File: src/rtl/bcd_display_mux.sv
// ---------------------------------------------------------------------------
// bcd_display_mux
//   Scans a bank of common-anode 7-segment digits, one digit per scan slot.
//   It latches a packed BCD word and adds three features: leading-zero
//   blanking, per-digit blinking, and a flag for invalid BCD codes.
//
// Ports
//   Clock     : single clock, rising edge
//   Resetn    : asynchronous active-low reset
//   Entrada   : packed BCD word, digit i = Entrada[4i+3:4i], digit 0 = LSD
//   Carregar  : load strobe for Entrada
//   Piscar    : per-digit blink enable (sampled live)
//   Saida     : segments a..g (a = bit 6), active-low, registered
//   Anodo     : digit select, active-low one-hot, registered
//   Erro      : registered flag, high while any latched digit exceeds 9
// ---------------------------------------------------------------------------
module bcd_display_mux #(
    parameter int unsigned NUM_DIGITS    = 4,
    parameter int unsigned SCAN_DIV      = 50000,
    parameter int unsigned BLINK_FRAMES  = 64,
    parameter bit          BLANK_LEADING = 1'b1
) (
    input  logic                      Clock,
    input  logic                      Resetn,
    input  logic [4*NUM_DIGITS-1:0]   Entrada,
    input  logic                      Carregar,
    input  logic [NUM_DIGITS-1:0]     Piscar,
    output logic [6:0]                Saida,
    output logic [NUM_DIGITS-1:0]     Anodo,
    output logic                      Erro
);

    localparam int unsigned PW = (SCAN_DIV > 1)     ? $clog2(SCAN_DIV)     : 1;
    localparam int unsigned IW = (NUM_DIGITS > 1)   ? $clog2(NUM_DIGITS)   : 1;
    localparam int unsigned FW = (BLINK_FRAMES > 1) ? $clog2(BLINK_FRAMES) : 1;

    localparam logic [6:0] SEG_BLANK = 7'b1111111;

    logic [4*NUM_DIGITS-1:0] shadow_q;
    logic [PW-1:0]           presc_q, presc_d;
    logic [IW-1:0]           idx_q, idx_d;
    logic [FW-1:0]           frame_q, frame_d;
    logic                    phase_q, phase_d;
    logic [6:0]              saida_q, saida_d;
    logic [NUM_DIGITS-1:0]   anodo_q, anodo_d;
    logic                    erro_q, erro_d;

    logic                    presc_wrap, idx_wrap, frame_wrap;
    logic [3:0]              digit_cur;
    logic [6:0]              seg_dec;
    logic [NUM_DIGITS-1:0]   zero_from;   // bit i: digit i and all higher digits are 0
    logic                    zero_acc;
    logic                    lz_sel, blink_sel;

    // Scan timing: prescaler -> digit index -> frame counter -> blink phase
    always_comb begin
        presc_wrap = (presc_q == PW'(SCAN_DIV - 1));
        idx_wrap   = (idx_q   == IW'(NUM_DIGITS - 1));
        frame_wrap = (frame_q == FW'(BLINK_FRAMES - 1));

        presc_d = presc_wrap ? '0 : presc_q + 1'b1;
        idx_d   = idx_q;
        frame_d = frame_q;
        phase_d = phase_q;
        if (presc_wrap) begin
            idx_d = idx_wrap ? '0 : idx_q + 1'b1;
            if (idx_wrap) begin
                frame_d = frame_wrap ? '0 : frame_q + 1'b1;
                if (frame_wrap) begin
                    phase_d = ~phase_q;
                end
            end
        end
    end

    // Leading-zero mask built from the most significant digit downwards
    always_comb begin
        zero_from = '0;
        zero_acc  = 1'b1;
        for (int unsigned k = 0; k < NUM_DIGITS; k++) begin
            zero_acc = zero_acc & (shadow_q[4*(NUM_DIGITS-1-k) +: 4] == 4'd0);
            zero_from[NUM_DIGITS-1-k] = zero_acc;
        end
    end

    // Select the current digit and its per-digit attributes
    always_comb begin
        digit_cur = '0;
        lz_sel    = 1'b0;
        blink_sel = 1'b0;
        anodo_d   = '1;
        for (int unsigned i = 0; i < NUM_DIGITS; i++) begin
            if (idx_q == i[IW-1:0]) begin
                digit_cur  = shadow_q[4*i +: 4];
                lz_sel     = (i != 0) && zero_from[i];
                blink_sel  = Piscar[i];
                anodo_d[i] = 1'b0;
            end
        end
    end

    always_comb begin
        case (digit_cur)
            4'd0:    seg_dec = 7'b0000001;
            4'd1:    seg_dec = 7'b1001111;
            4'd2:    seg_dec = 7'b0010010;
            4'd3:    seg_dec = 7'b0000110;
            4'd4:    seg_dec = 7'b1001100;
            4'd5:    seg_dec = 7'b0100100;
            4'd6:    seg_dec = 7'b1100000;
            4'd7:    seg_dec = 7'b0001111;
            4'd8:    seg_dec = 7'b0000000;
            4'd9:    seg_dec = 7'b0001100;
            default: seg_dec = SEG_BLANK;
        endcase

        if (phase_q && blink_sel) begin
            saida_d = SEG_BLANK;
        end else if (BLANK_LEADING && lz_sel) begin
            saida_d = SEG_BLANK;
        end else begin
            saida_d = seg_dec;
        end
    end

    always_comb begin
        erro_d = 1'b0;
        for (int unsigned i = 0; i < NUM_DIGITS; i++) begin
            erro_d = erro_d | (shadow_q[4*i +: 4] > 4'd9);
        end
    end

    always_ff @(posedge Clock or negedge Resetn) begin
        if (!Resetn) begin
            shadow_q <= '0;
            presc_q  <= '0;
            idx_q    <= '0;
            frame_q  <= '0;
            phase_q  <= 1'b0;
            saida_q  <= SEG_BLANK;
            anodo_q  <= '1;
            erro_q   <= 1'b0;
        end else begin
            if (Carregar) begin
                shadow_q <= Entrada;
            end
            presc_q <= presc_d;
            idx_q   <= idx_d;
            frame_q <= frame_d;
            phase_q <= phase_d;
            saida_q <= saida_d;
            anodo_q <= anodo_d;
            erro_q  <= erro_d;
        end
    end

    assign Saida = saida_q;
    assign Anodo = anodo_q;
    assign Erro  = erro_q;

endmodule

File: config.mk
export PLATFORM = sky130hd
export DESIGN_NAME = bcd_display_mux
export DESIGN_NICKNAME = d
export VERILOG_FILES = /design/src/rtl/bcd_display_mux.sv
export SDC_FILE = /design/constraint.sdc
export NUM_CORES = 1
export LEC_CHECK = 0
export CAP_MARGIN = 20
export CORE_ASPECT_RATIO = 0.9
export CORE_UTILIZATION = 55
export DETAILED_ROUTE_END_ITERATION = 8
export DONT_BUFFER_PORTS = 1
export MAX_ROUTING_LAYER = met4
export PLACE_DENSITY = 0.7
export SKIP_LAST_GASP = 1
export SYNTH_ARGS = -nofsm -noshare
export SYNTH_HDL_FRONTEND = slang
export SYNTH_SLANG_ARGS = --single-unit
File: constraint.sdc
create_clock -name Clock -period 2.9 [get_ports Clock]
set_clock_uncertainty 0.15 [all_clocks]
set_input_delay 0.145 -clock Clock [delete_from_list [all_inputs] [get_ports Clock]]
set_output_delay 0.145 -clock Clock [all_outputs]
set_load 0.005 [all_outputs]
==> flow_summary.yaml, run 1 <==
critical_path:
  crit_arrival_ns: 2.51
  worstPathRequired_ns: 2.99
  critical-path-slowest-cell: "ha_1"
  critical-path-top-cell-by-count: "ha_1"
  timing.setup.critical_path_class: "reg2reg"
  cpLargestDelayFamily: "adder cells"
  critPathBufInv: 0
  startpoint_type: "flip-flop"
  timing.critical_path.fanout_max: 12
  timing.critical_path.cells: "ha_1 > nand2b_1 > o22ai_2 > a21oi_2 > ha_1 > mux2i_1 > nand2_1 > a21o_1"
  slowest_delay_ns: 0.48
  endpoint_type_of_the_worst_setup_path: "flip-flop"
cts:
  worst_setup_hold_path_clk_slew_ns: 0.09
  clk_latency_ns: 0.31
  ctsRootBufferMaster: "clkbuf_8"
  htreeDepth: 2
  cts_tree: "built"
  cts-buffers-inserted: 5
  number_of_buffers_inserted_by_post_cts_setup_repair: 0
  cts_buffer_depth: 2
  cts_sink_count: 53
sta:
  maxSlewHeadroom_pct: 61.0
  setup_repair_after_global_routing_missed_its_margin: "no"
  fin_tns_setup_ns: 0
  part_of_the_cycle_the_worst_path_needs_pct: 83.5
  max_freq_mhz: 413
  tightestPinTransition_ns: 0.586
  finalHoldViolCount: 0
  holdWs_ns: 0.153
  fin_ws_ns: 0.479
  post-route-min-period_ns: 2.42
  setup_viol: 0
  final-max-slew-violation-count: 0
global_routing:
  grt_total_ovfl: 0
  first_global_vias: 1865
  maximum_number_of_pins_on_one_net_before_global_route_repair: 54
  global_routing_usage_summed_across_all_routing_layers_pct: 23.9
  wire_length_of_the_first_global_routing_pass_um: 8740
  antenna_found_initial: 0
finish:
  fin_cells: 324
  area_growth_from_synthesis_to_layout_pct: 17.6
  final_layout_size_suffix_gt1_share_pct: 20.2
  finalInstanceArea_um2: 3150
  final_common_cell: "dfrtp_1"
  layout.cells.most_common_list: "dfrtp_1 (42), dlygate4sd3_1 (33), mux2_2 (16), nand2_1 (13)"
  num_antenna_cells: 0
  fin_nets: 295
routing:
  drt-initial-drc-count: 122
  drtPass1Iterations: 4
  vias_per_cell: 5.78
  wl_um: 5400
  dr_total_vias: 1873
  drc: 0
  detail_route.wl_per_cell_um: 16.7
  antenna_left: 0
placed_design:
  place.detailed.instances: 282
  dp_slack_ns: 0.506
  dp_hpwl_um: 3490
  gp_congestion: 0.903
  placedInstanceArea_um2: 2710
  io_buffer_count: 0
power_and_ir_drop:
  vdd_drop_max_mv: 0.275
  p_leak_nw: 1.37
  power_per_cell_area_nw_per_um2: 448
floorplan:
  die_w_um: 75.5
  floorplan.core_area_um2: 4580
  num_rows: 23
  design.die.area_um2: 5150
  die_y_um: 68.2
  starting_density_of_the_core_pct: 58.5
  ios: 35
synth:
  ys_dominant_reg_cell: "dfrtp_1"
  syn_nets: 260
  number_of_enable_flip_flop_cells_after_synthesis: 0
  ys_seq_elements: 53
  yosysSeqAreaShare_pct: 50.0
  synth-warning-count: 0
  async_s_r_ff_share_synth_pct: 100
  syn_inst: 226
  syn_area_um2: 2680
  post_synth_num_cell_types: 57
  average_size_of_a_mapped_cell_um2: 11.8
min_path:
  min_path_type: "in2reg"
flow_run:
  max-cap-violations: 0
run_status:
  outcome: "finished clean"
-- per-stage QoR --
stage	total power, mW	utilization (%)
floorplan	0.925	-
global placement	0.939	59.2
detailed placement	0.946	59.2
CTS	1.41	68.8
global route	1.48	68.8
finish	1.41	68.8
-- path summary, 6_finish.rpt --
| kind | end | cells past startpoint | start | slack [ns] |
|---|---|---|---|---|
| setup / recovery | Saida[3]$_DFF_PN1_ | 8 | idx_q[1]$_DFFE_PN0N_ | 0.48 |
| hold / removal | Saida[6]$_DFF_PN1_ | 4 | Piscar[3] | 0.15 |
| setup reg to reg | Saida[3]$_DFF_PN1_ | 8 | idx_q[1]$_DFFE_PN0N_ | 0.48 |
| hold reg to reg | phase_q$_DFFE_PN0P_ | 1 | phase_q$_DFFE_PN0P_ | 0.34 |
| max in group asynchronous | Saida[1]$_DFF_PN1_ | 2 | Resetn | 2.11 |
| min in group asynchronous | shadow_q[15]$_DFFE_PN0P_ | 2 | Resetn | 0.19 |
-- worst register-to-register path, stage by stage (launching register included) --
cell and delay, ns:
dfrtp_1 0.39, ha_1 0.48, nand2b_1 0.24, o22ai_2 0.08, a21oi_2 0.31, ha_1 0.32, mux2i_1 0.15, nand2_1 0.07
a21o_1 0.18
-- registers in the layout, summed over array words and instances, names as in the netlist --
| register | count |
|---|---|
| Saida | 7 |
| Anodo | 4 |
| phase_q | 1 |
| idx_q | 2 |
| presc_q | 16 |
| shadow_q | 16 |
| Erro | 1 |
| frame_q | 6 |
-- routing by layer --
layer / global-route usage, % / up-vias / part of all wire, %
met3: 5.45 / 17 / 4.5
met1: 27.7 / 928 / 43
li1: - / 872 / -
met5: - / - / 0
met4: 9.72 / 0 / 2.3
met2: 40.3 / 56 / 50
-- kinds of logic after synthesis --
family,Yosys count,synth area share (%)
XOR/XNOR,17,5.56
AND/OR/NAND/NOR,65,15.0
adder cells (fa/ha/maj),11,5.14
AO/OA/AOI/OAI,43,12.5
flip-flops,53,50.0
buffers and inverters,17,3.55
multiplexers,20,8.27
-- power breakdown --
part | total [mW] | switching (mW) | internal [mW]
Combinational | 0.179 | 0.0749 | 0.104
Clock | 0.405 | 0.237 | 0.168
Sequential | 0.827 | 0.0348 | 0.792
-- synthesized netlist by cell type, types with 3 or more instances --
library cell  number  area (µm²)
nor2_1             9        33.8
inv_1              9        33.8
dfstp_2           11         289
and3_1             6        37.5
xor2_1             7        61.3
dfrtp_1           42        1050
a21oi_1            4        20.0
mux2i_1            3        30.0
nand3_1            9        45.0
ha_1              11         138
mux2_2            16         180
o211ai_1           4        30.0
buf_6              3        33.8
o21ai_0           10        50.1
nand2b_1           3        18.8
xnor2_1           10        87.6
nor4_1             3        18.8
a21o_1             5        37.5
nand2_1           13        48.8
-- repair_timing --
item	in CTS	in global routing
hold buffers	34	0
hold endpoints to repair	69	0
resized for setup	0	0
-- area by class of cell --
| class | count | area [µm²] |
|---|---|---|
| Fill cell | 305 | 1430 |
| Sequential cell | 53 | 1340 |
| Multi-Input combinational cell | 156 | 1240 |
| Timing Repair Buffer | 35 | 365 |
| Tap cell | 62 | 77.6 |
| Clock buffer | 6 | 72.6 |
| Inverter | 10 | 40.0 |
| Clock inverter | 2 | 10.0 |
Power figures use the tool's default switching activity.
==> run 2: changes to the inputs <==
--- a/config.mk
+++ b/config.mk
@@ -11,7 +11,7 @@
 export DETAILED_ROUTE_END_ITERATION = 8
 export DONT_BUFFER_PORTS = 1
 export MAX_ROUTING_LAYER = met4
-export PLACE_DENSITY = 0.7
+export PLACE_DENSITY = 0.73
 export SKIP_LAST_GASP = 1
 export SYNTH_ARGS = -nofsm -noshare
 export SYNTH_HDL_FRONTEND = slang
==> constraint.sdc (replaced) <==
create_clock -name Clock -period 2 [get_ports Clock]
set_clock_uncertainty 0.15 [all_clocks]
set_input_delay 0.1 -clock Clock [delete_from_list [all_inputs] [get_ports Clock]]
set_output_delay 0.1 -clock Clock [all_outputs]
set_load 0.005 [all_outputs]
==> run 2 against run 1 <==
  * The flow now finishes with violations (setup timing)
  * Worst setup slack got worse by 0.57 ns
  * First-iteration DRC count fell by 49%
  * Design area rose by 9.6%
  * Critical path depth did not move
  * Clock power rose by 45%
  * Global-route usage rose by 1.6 points
  * Via count rose by 3.6%
  * Cell count rose by 6.5%
  * Register-to-register slack got worse by 0.57 ns
  * Largest power group unchanged
==> flow_summary.yaml, run 2 (synthesis results as in run 1) <==
run_status:
  outcome: "finished, violations left"
  failed_checks: "setup timing"
finish:
  final_core_utilization_pct: 75.4
  area_growth_from_synthesis_to_layout_pct: 28.8
  filler_cell_count: 291
  fin_nets: 316
  num_antenna_cells: 0
  final_common_cell: "dfrtp_1"
  final_layout_size_suffix_gt1_share_pct: 32.9
  layout.cells.most_common_list: "dfrtp_1 (40), dlygate4sd3_1 (33), buf_4 (20), mux2_2 (16), nand2_1 (13)"
routing:
  drtPass1Iterations: 4
  antenna_left: 0
  vias_per_cell: 5.63
  wl_um: 5720
  detail_route.wl_per_cell_um: 16.6
  dr_total_vias: 1941
  drt-initial-drc-count: 62
  drc: 0
sta:
  setup_viol: 7
  tightestPinTransition_ns: 0.426
  part_of_the_cycle_the_worst_path_needs_pct: 105
  fin_tns_setup_ns: -0.374
  max_freq_mhz: 477
  finalHoldViolCount: 0
  final-max-slew-violation-count: 0
  setup_repair_after_global_routing_missed_its_margin: "yes"
  maxSlewHeadroom_pct: 71.3
  post-route-min-period_ns: 2.10
  fin_ws_ns: -0.0951
floorplan:
  die_w_um: 75.5
  ios: 35
  die_y_um: 68.2
  design.die.area_um2: 5150
  num_rows: 23
  floorplan.core_area_um2: 4580
  starting_density_of_the_core_pct: 58.5
global_routing:
  wire_length_of_the_first_global_routing_pass_um: 9360
  antenna_found_initial: 0
  maximum_number_of_pins_on_one_net_before_global_route_repair: 54
  global_routing_usage_summed_across_all_routing_layers_pct: 25.5
  grt_total_ovfl: 0
  first_global_vias: 1984
placed_design:
  gp_congestion: 0.809
  dp_hpwl_um: 3480
  io_buffer_count: 0
power_and_ir_drop:
  p_leak_nw: 1.47
  total_power_draw_mw: 2.08
  vdd_drop_max_mv: 0.419
  power_per_cell_area_nw_per_um2: 602
cts:
  worst_setup_hold_path_clk_slew_ns: 0.10
  ctsRootBufferMaster: "clkbuf_8"
  cts_buffer_depth: 2
  clk_latency_ns: 0.31
  cts_sink_count: 53
  cts-buffers-inserted: 5
  cts_tree: "built"
  htreeDepth: 2
critical_path:
  worstReg2RegEnd: "Saida[4]$_DFF_PN1_"
  crit_arrival_ns: 2.18
  timing.setup.critical_path_class: "reg2reg"
  startpoint_type: "flip-flop"
  slowest_delay_ns: 0.48
  endpoint_type_of_the_worst_setup_path: "flip-flop"
  timing.critical_path.fanout_max: 3
  reg2reg_depth: 8
  worstPathRequired_ns: 2.09
  rrSetupSlack_ns: -0.1
  regToRegStartpoint: "idx_q[0]$_DFFE_PN0N_"
  timing.critical_path.cells: "inv_4 > ha_4 > nor2b_4 > buf_4 > nand2_1 > a31o_2 > or3_4 > a21o_1"
  critical-path-slowest-cell: "dfrtp_2"
min_path:
  timing.hold.worst.start: "Piscar[3]"
  worstHoldEndpoint: "Saida[1]$_DFF_PN1_"
  min_path_type: "in2reg"
  hold_path_depth: 4
flow_run:
  max-cap-violations: 0
[run 2: area by class of cell]
cell class | instances | area [µm²] | share of cell area (%)
clock inverters | 3 | 17.5 | 0.508
multi-input cells | 157 | 1380 | 40.0
clock buffers | 5 | 68.8 | 1.99
repair buffers | 55 | 519 | 15.1
inverters | 10 | 45.0 | 1.31
flip-flops and latches | 53 | 1340 | 38.9
well taps | 62 | 77.6 | 2.25
[run 2: critical path: cells and delay by family, from the launching register on]
kind / cells / cell delay [ns]
AND/OR/NAND/NOR: 3 / 0.59
flip-flops: 1 / 0.48
AO/OA/AOI/OAI: 2 / 0.41
buffers and inverters: 2 / 0.24
adder cells (fa/ha/maj): 1 / 0.15
[run 2: per-stage QoR]
stage	area, µm²	instances	worst slack, ns	hold WS (ns)
floorplan	2690	226	0.00187	-0.346
global placement	2840	298	-0.118	-0.344
detailed placement	2840	298	-0.169	-0.344
CTS	3450	345	-0.0313	0.0926
global route	3450	345	-0.187	0.158
finish	3450	345	-0.0951	0.126
[run 2: what timing repair did]
action,4_1_cts,5_1_grt
setup buffers,4,0
endpoints found under the setup margin,7,7
cloned,1,0
hold buffers,34,0
gates resized for setup,25,1
hold endpoints to repair,69,0
pin swaps,16,7
[run 2: routing by layer]
metal  global-route usage [%]  wire, µm  up-vias
li1                         -         -      919
met1                     29.3      2450      950
met2                     44.4      2840       62
met3                     5.74       351       10
met4                     7.87        76        0
met5                        -         0        -
[run 2: worst max-delay path by stage]
stage / startpoint / end / slack (ns) / cells after the start
2_1_floorplan: idx_q[0]$_DFFE_PN0N_ / Saida[3]$_DFF_PN1_ / 0.002 / 9
3_3_place_gp: idx_q[1]$_DFFE_PN0N_ / Saida[3]$_DFF_PN1_ / -0.12 / 7
3_5_place_dp: idx_q[0]$_DFFE_PN0N_ / Saida[3]$_DFF_PN1_ / -0.17 / 6
4_1_cts: idx_q[0]$_DFFE_PN0N_ / Saida[1]$_DFF_PN1_ / -0.03 / 9
5_1_grt: idx_q[0]$_DFFE_PN0N_ / Saida[3]$_DFF_PN1_ / -0.19 / 10
6_report: idx_q[0]$_DFFE_PN0N_ / Saida[4]$_DFF_PN1_ / -0.1 / 8
[run 2: where the power goes]
group	leakage, nW	internal (mW)	switching (mW)	total (mW)
combinational	0.777	0.174	0.117	0.292
sequential	0.644	1.15	0.0489	1.20
clock	0.0439	0.242	0.346	0.588
total	1.47	1.57	0.512	2.08
